### src/rtl/pe_pkg.sv
// Shared PE definitions: operand width and the operand collector state encoding.
// Collector states are named views of the lane full flags {a_full, b_full}.
package pe_pkg;
    localparam int PE_WIDTH = 8;

    typedef enum logic [1:0] {
        IDLE   = 2'b00,
        WAIT_A = 2'b01,
        WAIT_B = 2'b10,
        PAIRED = 2'b11
    } col_state_e;
endpackage

### src/rtl/pe_operand_lane.sv
// One operand holding register behind a demux lane: captures when empty, holds until cleared.
// ready depends only on the registered full flag, so there is no input-to-ready path.
module pe_operand_lane #(
    parameter int WIDTH = 8
) (
    input  logic             clk,
    input  logic             reset,
    input  logic [WIDTH-1:0] data,
    input  logic             valid,
    input  logic             clear,
    output logic [WIDTH-1:0] q,
    output logic             full,
    output logic             ready
);
    assign ready = ~full;

    always_ff @(posedge clk or posedge reset) begin
        if (reset) begin
            q    <= '0;
            full <= 1'b0;
        end else if (clear) begin
            full <= 1'b0;
        end else if (valid && !full) begin
            q    <= data;
            full <= 1'b1;
        end
    end
endmodule

### src/rtl/pe_operand_collector.sv
// Pairs operand A (lane 1) and operand B (lane 2) and issues them as one registered bundle
// to the PE ALU over valid/ready, counting issued pairs modulo 2^CNT_W.
module pe_operand_collector
    import pe_pkg::*;
#(
    parameter int WIDTH = PE_WIDTH,
    parameter int CNT_W = 8
) (
    input  logic             clk,
    input  logic             reset,
    input  logic             flush,
    input  logic [WIDTH-1:0] in1,
    input  logic             in1_valid,
    output logic             in1_ready,
    input  logic [WIDTH-1:0] in2,
    input  logic             in2_valid,
    output logic             in2_ready,
    output logic [WIDTH-1:0] op_a,
    output logic [WIDTH-1:0] op_b,
    output logic             out_valid,
    input  logic             out_ready,
    output logic [CNT_W-1:0] pair_count
);
    logic             a_full, b_full;
    logic [WIDTH-1:0] a_q, b_q;
    logic             issue, lane_clear;
    col_state_e       state;

    assign state      = col_state_e'({a_full, b_full});
    assign lane_clear = flush | issue;

    pe_operand_lane #(.WIDTH(WIDTH)) u_lane_a (
        .clk   (clk),
        .reset (reset),
        .data  (in1),
        .valid (in1_valid),
        .clear (lane_clear),
        .q     (a_q),
        .full  (a_full),
        .ready (in1_ready)
    );

    pe_operand_lane #(.WIDTH(WIDTH)) u_lane_b (
        .clk   (clk),
        .reset (reset),
        .data  (in2),
        .valid (in2_valid),
        .clear (lane_clear),
        .q     (b_q),
        .full  (b_full),
        .ready (in2_ready)
    );

    // A pair moves into the output slot only when the slot is empty or draining this edge.
    always_comb begin
        issue = 1'b0;
        if (!flush && state == PAIRED && (!out_valid || out_ready))
            issue = 1'b1;
    end

    always_ff @(posedge clk or posedge reset) begin
        if (reset) begin
            op_a       <= '0;
            op_b       <= '0;
            out_valid  <= 1'b0;
            pair_count <= '0;
        end else if (flush) begin
            out_valid <= 1'b0;
        end else if (issue) begin
            op_a       <= a_q;
            op_b       <= b_q;
            out_valid  <= 1'b1;
            pair_count <= pair_count + CNT_W'(1);
        end else if (out_ready) begin
            out_valid <= 1'b0;
        end
    end
endmodule

### config.mk
export PLATFORM = sky130hd
export DESIGN_NAME = pe_operand_collector
export DESIGN_NICKNAME = d
export VERILOG_FILES = /design/src/rtl/pe_pkg.sv /design/src/rtl/pe_operand_lane.sv /design/src/rtl/pe_operand_collector.sv
export SDC_FILE = /design/constraint.sdc
export NUM_CORES = 1
export LEC_CHECK = 0
export BUFFER_PORTS_ARGS = -buffer_cell sky130_fd_sc_hd__buf_2
export CORE_MARGIN = 2
export CORE_UTILIZATION = 50
export CTS_BUF_LIST = sky130_fd_sc_hd__clkbuf_2 sky130_fd_sc_hd__clkbuf_4 sky130_fd_sc_hd__clkbuf_8
export DETAILED_ROUTE_END_ITERATION = 12
export PLACE_DENSITY = 0.82
export SETUP_SLACK_MARGIN = 0.4
export SLEW_MARGIN = 10
export SYNTH_ARGS = -nofsm -noshare
export SYNTH_HDL_FRONTEND = slang
export SYNTH_SLANG_ARGS = --single-unit
### constraint.sdc
create_clock -name clk -period 4 [get_ports clk]
set_clock_uncertainty 0.2 [all_clocks]
set_input_delay 0.2 -clock clk [delete_from_list [all_inputs] [get_ports clk]]
set_output_delay 0.2 -clock clk [all_outputs]
set_load 0.02 [all_outputs]
==> results.json, run 1 <==
{
  "status": "complete, no violations",
  "fin_crit_sh": 0.551,
  "whs_ns": 0.172,
  "setup_tns_ns": 0,
  "fin_nets": 212,
  "cts_root_buf": "clkbuf_4",
  "wl_mm": 3.20,
  "clock_sinks": 43,
  "ir_drop_uv": 428,
  "syn_nets": 137,
  "critPathMaxFanout": 22,
  "post_cts_buffers": 0,
  "antenna_found_initial": 0,
  "die-area_sq_um": 3970,
  "grt_pass1_vias": 1218,
  "pwr-share-comb": 0.296,
  "stdcell_count": 236,
  "slew_headroom": 0.301,
  "cts_tree": "done",
  "synth_top_area_frac": 0.619,
  "track_usage": 0.184,
  "die_height_um": 63.0,
  "power_frac_seq": 0.494,
  "chipWidth_um": 63.0,
  "grt_setup_unrepaired": "false",
  "netlist_area_sq_um": 1740,
  "wl_per_cell_um": 13.5,
  "synth_seq_area_share": 0.619,
  "hpwl_mm": 2.12,
  "slew_violations": 0,
  "swShare": 0.333,
  "p_sw_mw": 0.430,
  "finalWeightedCongestion": 0.718,
  "leakage_nw": 1.10,
  "period_minus_slack_ns": 2.20,
  "first_iter_violations": 41,
  "vias_per_cell": 4.79,
  "synth_seq_cells": 43,
  "syn_avg_cell_area_sq_um": 15.3,
  "grt_overflow": 0,
  "clk_pin_slew_ns": 0.12,
  "fmax_mhz": 454,
  "setup_viol": 0,
  "max-cap-violations": 0,
  "ctsResizeCount": 0,
  "worstPathArrival_ns": 2.25,
  "hold_violations": 0,
  "start_util": 0.521,
  "areaGrowthSynthToFinish_pct": 33.3,
  "synth.distinct_cells": 21,
  "fp.coreArea_sq_um": 3340,
  "yosys-top-cells-area": "dfrtp_1 62%, mux2_2 21%, nor3b_4 2.2%",
  "hold_class": "input pin to register",
  "dp_cells": 206,
  "ctsHoldBuffers": 22,
  "seqCellArea_sq_um": 1080,
  "multi_input_area_sq_um": 621,
  "internal_power_mw": 0.863,
  "p_per_area_nw_per_um2": 558,
  "antenna_left": 0,
  "drcViolationCount": 0,
  "criticalPathCategory": "register to register",
  "rrSetupSlack_ns": 1.80,
  "vias": 1130,
  "yosysWarningCount": 0,
  "clkLatencyLatePin_ns": 0.36,
  "drt_pass1_iterations": 4,
  "grt_first_pass_wirelength_mm": 5.57,
  "cp.required_ns": 4.05,
  "fillers": 247,
  "placementRows": 21,
  "netlist_instances": 114,
  "antenna_cells": 0,
  "startpoint_type": "register",
  "yosys.area.top_type": "dfrtp_1",
  "htreeDepth": 2,
  "clockPowerShare": 0.210,
  "cp-end-kind": "register",
  "grt_max_degree": 44,
  "numCtsBuffers": 5,
  "io_pins": 49,
  "worstMarginPinSlew_ns": 1.04,
  "ctsLongestPathBuffers": 2,
  "drive_above_1_share": 0.505,
  "port_buffers": 48
}
==> layer usage <==
metal | global-route usage | share of wire | wire [um] | up-vias
li1 | - | - | - | 541
met4 | 0.0750 | 0.017 | 53 | 0
met2 | 0.299 | 0.50 | 1590 | 29
met1 | 0.231 | 0.43 | 1370 | 554
met5 | 0 | 0 | 0 | -
met3 | 0.0541 | 0.055 | 175 | 6
==> area by class of cell <==
class                           count  area share
Sequential cell                    43       0.464
Clock inverter                      3      0.0189
Tap cell                           46      0.0248
Timing Repair Buffer               71       0.202
Multi-Input combinational cell     64       0.268
Inverter                            4     0.00648
Clock buffer                        5      0.0162
==> worst max-delay path, stage by stage, from the launching register on <==
cell	delay [ns]
dfrtp_1	0.39
and2b_1	0.22
nor3_4	0.86
mux2_2	0.42
==> path summary, 6_finish.rpt <==
kind | start | endpoint | depth (start not counted)
setup / recovery | out_valid | op_a[2] | 3
hold / removal | out_ready | out_valid | 4
setup reg to reg | out_valid | op_a[2] | 3
hold reg to reg | pair_count[7] | pair_count[7] | 1
max in group asynchronous | reset | op_a[7] | 4
min in group asynchronous | reset | u_lane_a.q[7] | 4
==> state kept, by name, indices dropped and copies added, names as in the netlist <==
name / flops
out_valid: 1
u_lane_b.full: 1
op_a: 8
op_b: 8
u_lane_a.full: 1
u_lane_b.q: 8
pair_count: 8
u_lane_a.q: 8
==> power groups by stage <==
stage	clock [mW]	sequential, mW	combinational, mW
floorplan	0	0.742	0.136
global placement	0	0.641	0.357
detailed placement	0	0.649	0.371
global route	0.296	0.656	0.416
CTS	0.282	0.641	0.389
finish	0.271	0.640	0.383
==> cells in the mapped netlist, drive strengths merged <==
cell type,count
dfrtp,43
mux2,33
nor2,6
xnor2,5
inv,4
nand2,4
nor3,4
buf,3
nand3,2
nand4,2
nor3b,2
xor2,2
a21oi,1
and2b,1
ha,1
nand4b,1
==> cell usage in the layout, fill, tap and decap left out, types with 2 or more instances in the layout <==
cell,synthesis,routed
nand3_1,2,2
nor2_1,6,6
mux2_2,33,33
dlygate4sd3_1,0,22
xnor2_1,4,4
nor3b_4,2,2
clkbuf_4,0,5
nor3_1,3,3
inv_1,4,3
dfrtp_1,43,43
nand2_1,3,3
xor2_1,2,2
buf_2,1,48
==> cells by family (layout without fill, tap and decap cells) <==
group	count (synthesis)	in the layout	synth area share
compound gates	1	1	0.00287
simple gates	22	22	0.0935
mux	33	33	0.214
buf+inv	7	83	0.0245
flops	43	43	0.619
xor+xnor	7	7	0.0396
fa+ha+maj	1	1	0.00719
==> metrics by stage <==
| step | total power, mW | area (sq um) | utilization | worst slack [ns] |
|---|---|---|---|---|
| 6_report | 1.29 | 2320 | 0.695 | 1.80 |
| 5_1_grt | 1.37 | 2320 | 0.695 | 1.71 |
| 4_1_cts | 1.31 | 2320 | 0.695 | 1.80 |
| 3_5_place_dp | 1.02 | 2020 | 0.604 | 1.82 |
| 3_3_place_gp | 0.998 | 2020 | 0.604 | 1.88 |
| 2_1_floorplan | 0.878 | 1740 | - | 2.26 |
Power figures use the tool's default switching activity.
==> run 2: changes to the inputs <==
--- a/config.mk
+++ b/config.mk
@@ -7,7 +7,7 @@
 export LEC_CHECK = 0
 export BUFFER_PORTS_ARGS = -buffer_cell sky130_fd_sc_hd__buf_2
 export CORE_MARGIN = 2
-export CORE_UTILIZATION = 50
+export CORE_UTILIZATION = 48
 export CTS_BUF_LIST = sky130_fd_sc_hd__clkbuf_2 sky130_fd_sc_hd__clkbuf_4 sky130_fd_sc_hd__clkbuf_8
 export DETAILED_ROUTE_END_ITERATION = 12
 export PLACE_DENSITY = 0.82
==> constraint.sdc (replaced) <==
create_clock -name clk -period 2 [get_ports clk]
set_clock_uncertainty 0.2 [all_clocks]
set_input_delay 0.1 -clock clk [delete_from_list [all_inputs] [get_ports clk]]
set_output_delay 0.1 -clock clk [all_outputs]
set_load 0.02 [all_outputs]
==> results.json, run 2 (synthesis gave the netlist of run 1 again) <==
{
  "max-cap-violations": 0,
  "fin_crit_sh": 0.857,
  "slew_headroom": 0.789,
  "p_total_mw": 2.80,
  "grt_max_degree": 23,
  "cts_root_buf": "clkbuf_4",
  "drt_pass1_iterations": 4,
  "areaGrowthSynthToFinish_pct": 53.5,
  "layout_common_cells": "48 x buf_2, 38 x dfrtp_1, 21 x dlygate4sd3_1, 17 x mux2_2, 16 x mux2_4",
  "fp.coreArea_sq_um": 3420,
  "htreeDepth": 2,
  "grt_pass1_vias": 1353,
  "grt_first_pass_wirelength_mm": 6.44,
  "p_per_area_nw_per_um2": 1050,
  "placementRows": 21,
  "grt_setup_unrepaired": "true",
  "setup_tns_ns": 0,
  "clkLatencyLatePin_ns": 0.36,
  "start_util": 0.509,
  "die_height_um": 64.2,
  "die-area_sq_um": 4120,
  "wl_per_cell_um": 17.3,
  "ctsLongestPathBuffers": 2,
  "first_iter_violations": 39,
  "port_buffers": 48,
  "track_usage": 0.215,
  "ir_drop_uv": 773,
  "setup_viol": 0,
  "hold_violations": 0,
  "fin_nets": 232,
  "period_minus_slack_ns": 1.71,
  "status": "complete, no violations",
  "clk_pin_slew_ns": 0.12,
  "whs_ns": 0.250,
  "vias_per_cell": 4.91,
  "numCtsBuffers": 5,
  "finalWorstSetupSlack_ns": 0.285,
  "crit_chain": "and2b_2, buf_4, buf_4, nor3_2, nand3_1, xnor2_1",
  "io_pins": 49,
  "drive_above_1_share": 0.614,
  "antenna_found_initial": 0,
  "cpMaxStageDelayCell": "dfrtp_1",
  "startpoint_type": "register",
  "cts_tree": "done",
  "antenna_cells": 0,
  "worstPathArrival_ns": 1.77,
  "critPathTopFamily": "simple AND/OR/NAND/NOR gates",
  "critPathMaxFanout": 3,
  "finalWeightedCongestion": 0.693,
  "slowest_delay_ns": 0.39,
  "vias": 1258,
  "drcViolationCount": 0,
  "chipWidth_um": 64.2,
  "leakage_nw": 1.31,
  "antenna_left": 0,
  "crit_buf_inv": 2,
  "layout_commonest_cell": "buf_2",
  "dp_slack_ns": 0.249,
  "fmax_mhz": 583,
  "slew_violations": 0,
  "clock_sinks": 43,
  "wl_mm": 4.43,
  "worstMarginPinSlew_ns": 0.314,
  "cp.required_ns": 2.06,
  "hold_class": "input pin to register",
  "design_area_sq_um": 2670,
  "criticalPathCategory": "register to register",
  "placed_cell_area_sq_um": 2050,
  "grt_overflow": 0,
  "cp-end-kind": "register",
  "worst_path_most_repeated_cell": "buf_4"
}
## run 2: changes by cell type in the layout (fill, tap and decap cells not counted), moves of 2 or more
| cell | previous run | this run |
|---|---|---|
| dfrtp_2 | 0 | 5 |
| mux2_2 | 33 | 17 |
| mux2_4 | 0 | 16 |
| clkbuf_8 | 0 | 2 |
| buf_16 | 0 | 2 |
| buf_12 | 0 | 2 |
| nand2_1 | 3 | 0 |
| buf_6 | 0 | 3 |
| dfrtp_1 | 43 | 38 |
| buf_4 | 1 | 13 |
| nand2_4 | 0 | 2 |
## run 2: metrics by stage
step | util | instances
6_report | 0.781 | 256
2_1_floorplan | - | 114
3_5_place_dp | 0.599 | 208
3_3_place_gp | 0.599 | 208
4_1_cts | 0.730 | 248
5_1_grt | 0.781 | 256
## run 2: per-layer routing
layer	GRT usage	wire length (um)	vias to the layer above
met2	0.380	2450	33
met4	0.0718	95	0
met3	0.0581	137	10
met1	0.251	1750	634
li1	-	-	581
met5	0	0	-
## run 2: worst paths after layout
check	cells after the start	startpoint	endpoint	slack, ns
max	6	out_valid	pair_count[6]	0.29
min	6	out_ready	out_valid	0.25
max reg2reg	6	out_valid	pair_count[6]	0.29
min reg2reg	1	pair_count[7]	pair_count[7]	0.28
max in group asynchronous	5	reset	u_lane_b.full	0.51
min in group asynchronous	4	reset	pair_count[3]	0.53
## run 2: timing repair
| action | 4_1_cts | 5_1_grt |
|---|---|---|
| cloned | 2 | 1 |
| hold buffers | 21 | 0 |
| resized for setup | 12 | 24 |
| buffers inserted | 9 | 7 |
| pin swaps | 5 | 8 |
| setup endpoints to repair | 36 | 23 |
| endpoints found under the hold margin | 62 | 0 |
## run 2: cell type report
cell class | instances | area (sq um)
repair buffers | 91 | 717
multi-input cells | 64 | 724
fillers | 224 | 747
clock buffers | 8 | 72.6
flip-flops and latches | 43 | 1080
well taps | 46 | 57.6
inverters | 4 | 15.0
## run 2: where the power goes
part           internal (mW)  total (mW)  switching, mW
Sequential              1.11        1.31          0.195
Clock                  0.221       0.492          0.271
Combinational          0.519        1.00          0.483
Total                   1.85        2.80          0.949
## run 2: worst min-delay path, delay by kind of cell
kind / cells / cell delay, ns
AO/OA/AOI/OAI: 1 / 0.04
buffers and inverters: 3 / 0.33
AND/OR/NAND/NOR: 2 / 0.31
==> run 3: changes to the inputs <==
--- a/config.mk
+++ b/config.mk
@@ -6,11 +6,13 @@
 export NUM_CORES = 1
 export LEC_CHECK = 0
 export BUFFER_PORTS_ARGS = -buffer_cell sky130_fd_sc_hd__buf_2
+export CELL_PAD_IN_SITES_DETAIL_PLACEMENT = 1
+export CELL_PAD_IN_SITES_GLOBAL_PLACEMENT = 1
 export CORE_MARGIN = 2
-export CORE_UTILIZATION = 48
+export CORE_UTILIZATION = 39
 export CTS_BUF_LIST = sky130_fd_sc_hd__clkbuf_2 sky130_fd_sc_hd__clkbuf_4 sky130_fd_sc_hd__clkbuf_8
 export DETAILED_ROUTE_END_ITERATION = 12
-export PLACE_DENSITY = 0.82
+export PLACE_DENSITY = 0.83
 export SETUP_SLACK_MARGIN = 0.4
 export SLEW_MARGIN = 10
 export SYNTH_ARGS = -nofsm -noshare
==> results.json, run 3 (synthesis gave the netlist of run 1 again) <==
{
  "die-area_sq_um": 5010,
  "grt_overflow": 0,
  "clock_sinks": 43,
  "critPathMaxFanout": 22,
  "antenna_cells": 0,
  "cpMaxStageDelayCell": "dfrtp_1",
  "slew_violations": 0,
  "htreeDepth": 2,
  "placementRows": 24,
  "io_pins": 49,
  "drt_pass1_iterations": 4,
  "crit_chain": "and2b_1, nor3_4, buf_12, mux2_2",
  "criticalPathCategory": "register to register",
  "cp-end-kind": "register",
  "cts_root_buf": "clkbuf_8",
  "ctsLongestPathBuffers": 2,
  "critPathTopFamily": "simple AND/OR/NAND/NOR gates",
  "die_height_um": 70.8,
  "setup_tns_ns": 0,
  "worstPathArrival_ns": 1.64,
  "leakage_nw": 1.15,
  "dp_slack_ns": 0.308,
  "fillers": 455,
  "grt_first_pass_wirelength_mm": 6.64,
  "hpwl_mm": 2.53,
  "p_per_area_nw_per_um2": 1120,
  "vias_per_cell": 4.82,
  "vias": 1204,
  "hold_violations": 0,
  "first_iter_violations": 28,
  "hold_class": "input pin to register",
  "grt_setup_unrepaired": "true",
  "crit_buf_inv": 1,
  "chipWidth_um": 70.8,
  "finalWeightedCongestion": 0.752,
  "status": "complete, no violations",
  "whs_ns": 0.191,
  "drcViolationCount": 0,
  "port_buffers": 48,
  "fin_nets": 220,
  "numCtsBuffers": 5,
  "ir_drop_uv": 765,
  "grt_pass1_vias": 1350,
  "max-cap-violations": 0,
  "cts_tree": "done",
  "areaGrowthSynthToFinish_pct": 40.1,
  "fp.coreArea_sq_um": 4320,
  "slowest_delay_ns": 0.37,
  "fin_crit_sh": 0.831,
  "startpoint_type": "register",
  "drive_above_1_share": 0.561,
  "clkLatencyLatePin_ns": 0.30,
  "period_minus_slack_ns": 1.66,
  "p_total_mw": 2.73,
  "antenna_found_initial": 0,
  "layout_common_cells": "48 x buf_2, 39 x dfrtp_1, 33 x mux2_2, 20 x dlygate4sd3_1, 8 x buf_4",
  "clk_pin_slew_ns": 0.09,
  "slew_headroom": 0.648,
  "cp.required_ns": 1.98,
  "grt_max_degree": 44,
  "fmax_mhz": 602,
  "wl_mm": 4.08,
  "wl_per_cell_um": 16.3,
  "layout_commonest_cell": "buf_2",
  "start_util": 0.402,
  "track_usage": 0.175,
  "antenna_left": 0,
  "setup_viol": 0,
  "finalWorstSetupSlack_ns": 0.338,
  "worstMarginPinSlew_ns": 0.528
}
run 3: cell count changes in the layout (fill, tap and decap cells not counted), sizes merged:
cell,previous run,this run
buf,69,59
clkbuf,9,6
clkinvlp,0,1
dlygate4sd3,21,20
inv,3,4
run 3: worst reg2reg max path: cells and delay by family (launching register included):
| family | cells | cell delay [ns] |
|---|---|---|
| buffers and inverters | 1 | 0.20 |
| AND/OR/NAND/NOR | 2 | 0.42 |
| multiplexers | 1 | 0.36 |
| flip-flops | 1 | 0.37 |
run 3: final cells by class:
| cell class | count | area [sq um] | share of cell area |
|---|---|---|---|
| repair buffers | 79 | 561 | 0.230 |
| flip-flops and latches | 43 | 1080 | 0.444 |
| inverters | 4 | 15.0 | 0.00616 |
| multi-input cells | 64 | 626 | 0.257 |
| clock buffers | 6 | 76.3 | 0.0313 |
| clock inverters | 2 | 12.5 | 0.00514 |
| well taps | 52 | 65.1 | 0.0267 |
run 3: timing repair:
action	CTS	global route
endpoints found under the setup margin	35	20
hold buffers	20	0
pin swaps	2	1
buffers inserted	3	6
endpoints found under the hold margin	62	0
gates resized for setup	3	0
run 3: per-stage QoR:
stage / util / std cells / instance area (sq um)
2_1_floorplan: - / 114 / 1740
3_3_place_gp: 0.473 / 213 / 2050
3_5_place_dp: 0.473 / 213 / 2050
4_1_cts: 0.553 / 244 / 2390
5_1_grt: 0.563 / 250 / 2440
6_report: 0.563 / 250 / 2440
run 3: power by group:
| part | internal (mW) | total, mW | switching, mW |
|---|---|---|---|
| Clock | 0.258 | 0.560 | 0.303 |
| Combinational | 0.426 | 0.885 | 0.459 |
| Sequential | 1.11 | 1.28 | 0.167 |
| Total | 1.80 | 2.73 | 0.929 |
run 3: routing by layer:
layer  up-vias  wire length (um)  track usage
met5         -                 0            0
met4         0                73       0.0671
met3         9               208       0.0584
met2        34              2050        0.291
met1       605              1750        0.211
li1        556                 -            -
run 3: final timing paths:
check / startpoint / endpoint / slack [ns] / cells after the start
setup / recovery: out_valid / op_b[6] / 0.34 / 4
hold / removal: flush / pair_count[0] / 0.19 / 4
setup reg to reg: out_valid / op_b[6] / 0.34 / 4
hold reg to reg: pair_count[7] / pair_count[7] / 0.27 / 1
max in group asynchronous: reset / pair_count[1] / 0.93 / 4
min in group asynchronous: reset / u_lane_a.q[6] / 0.28 / 4
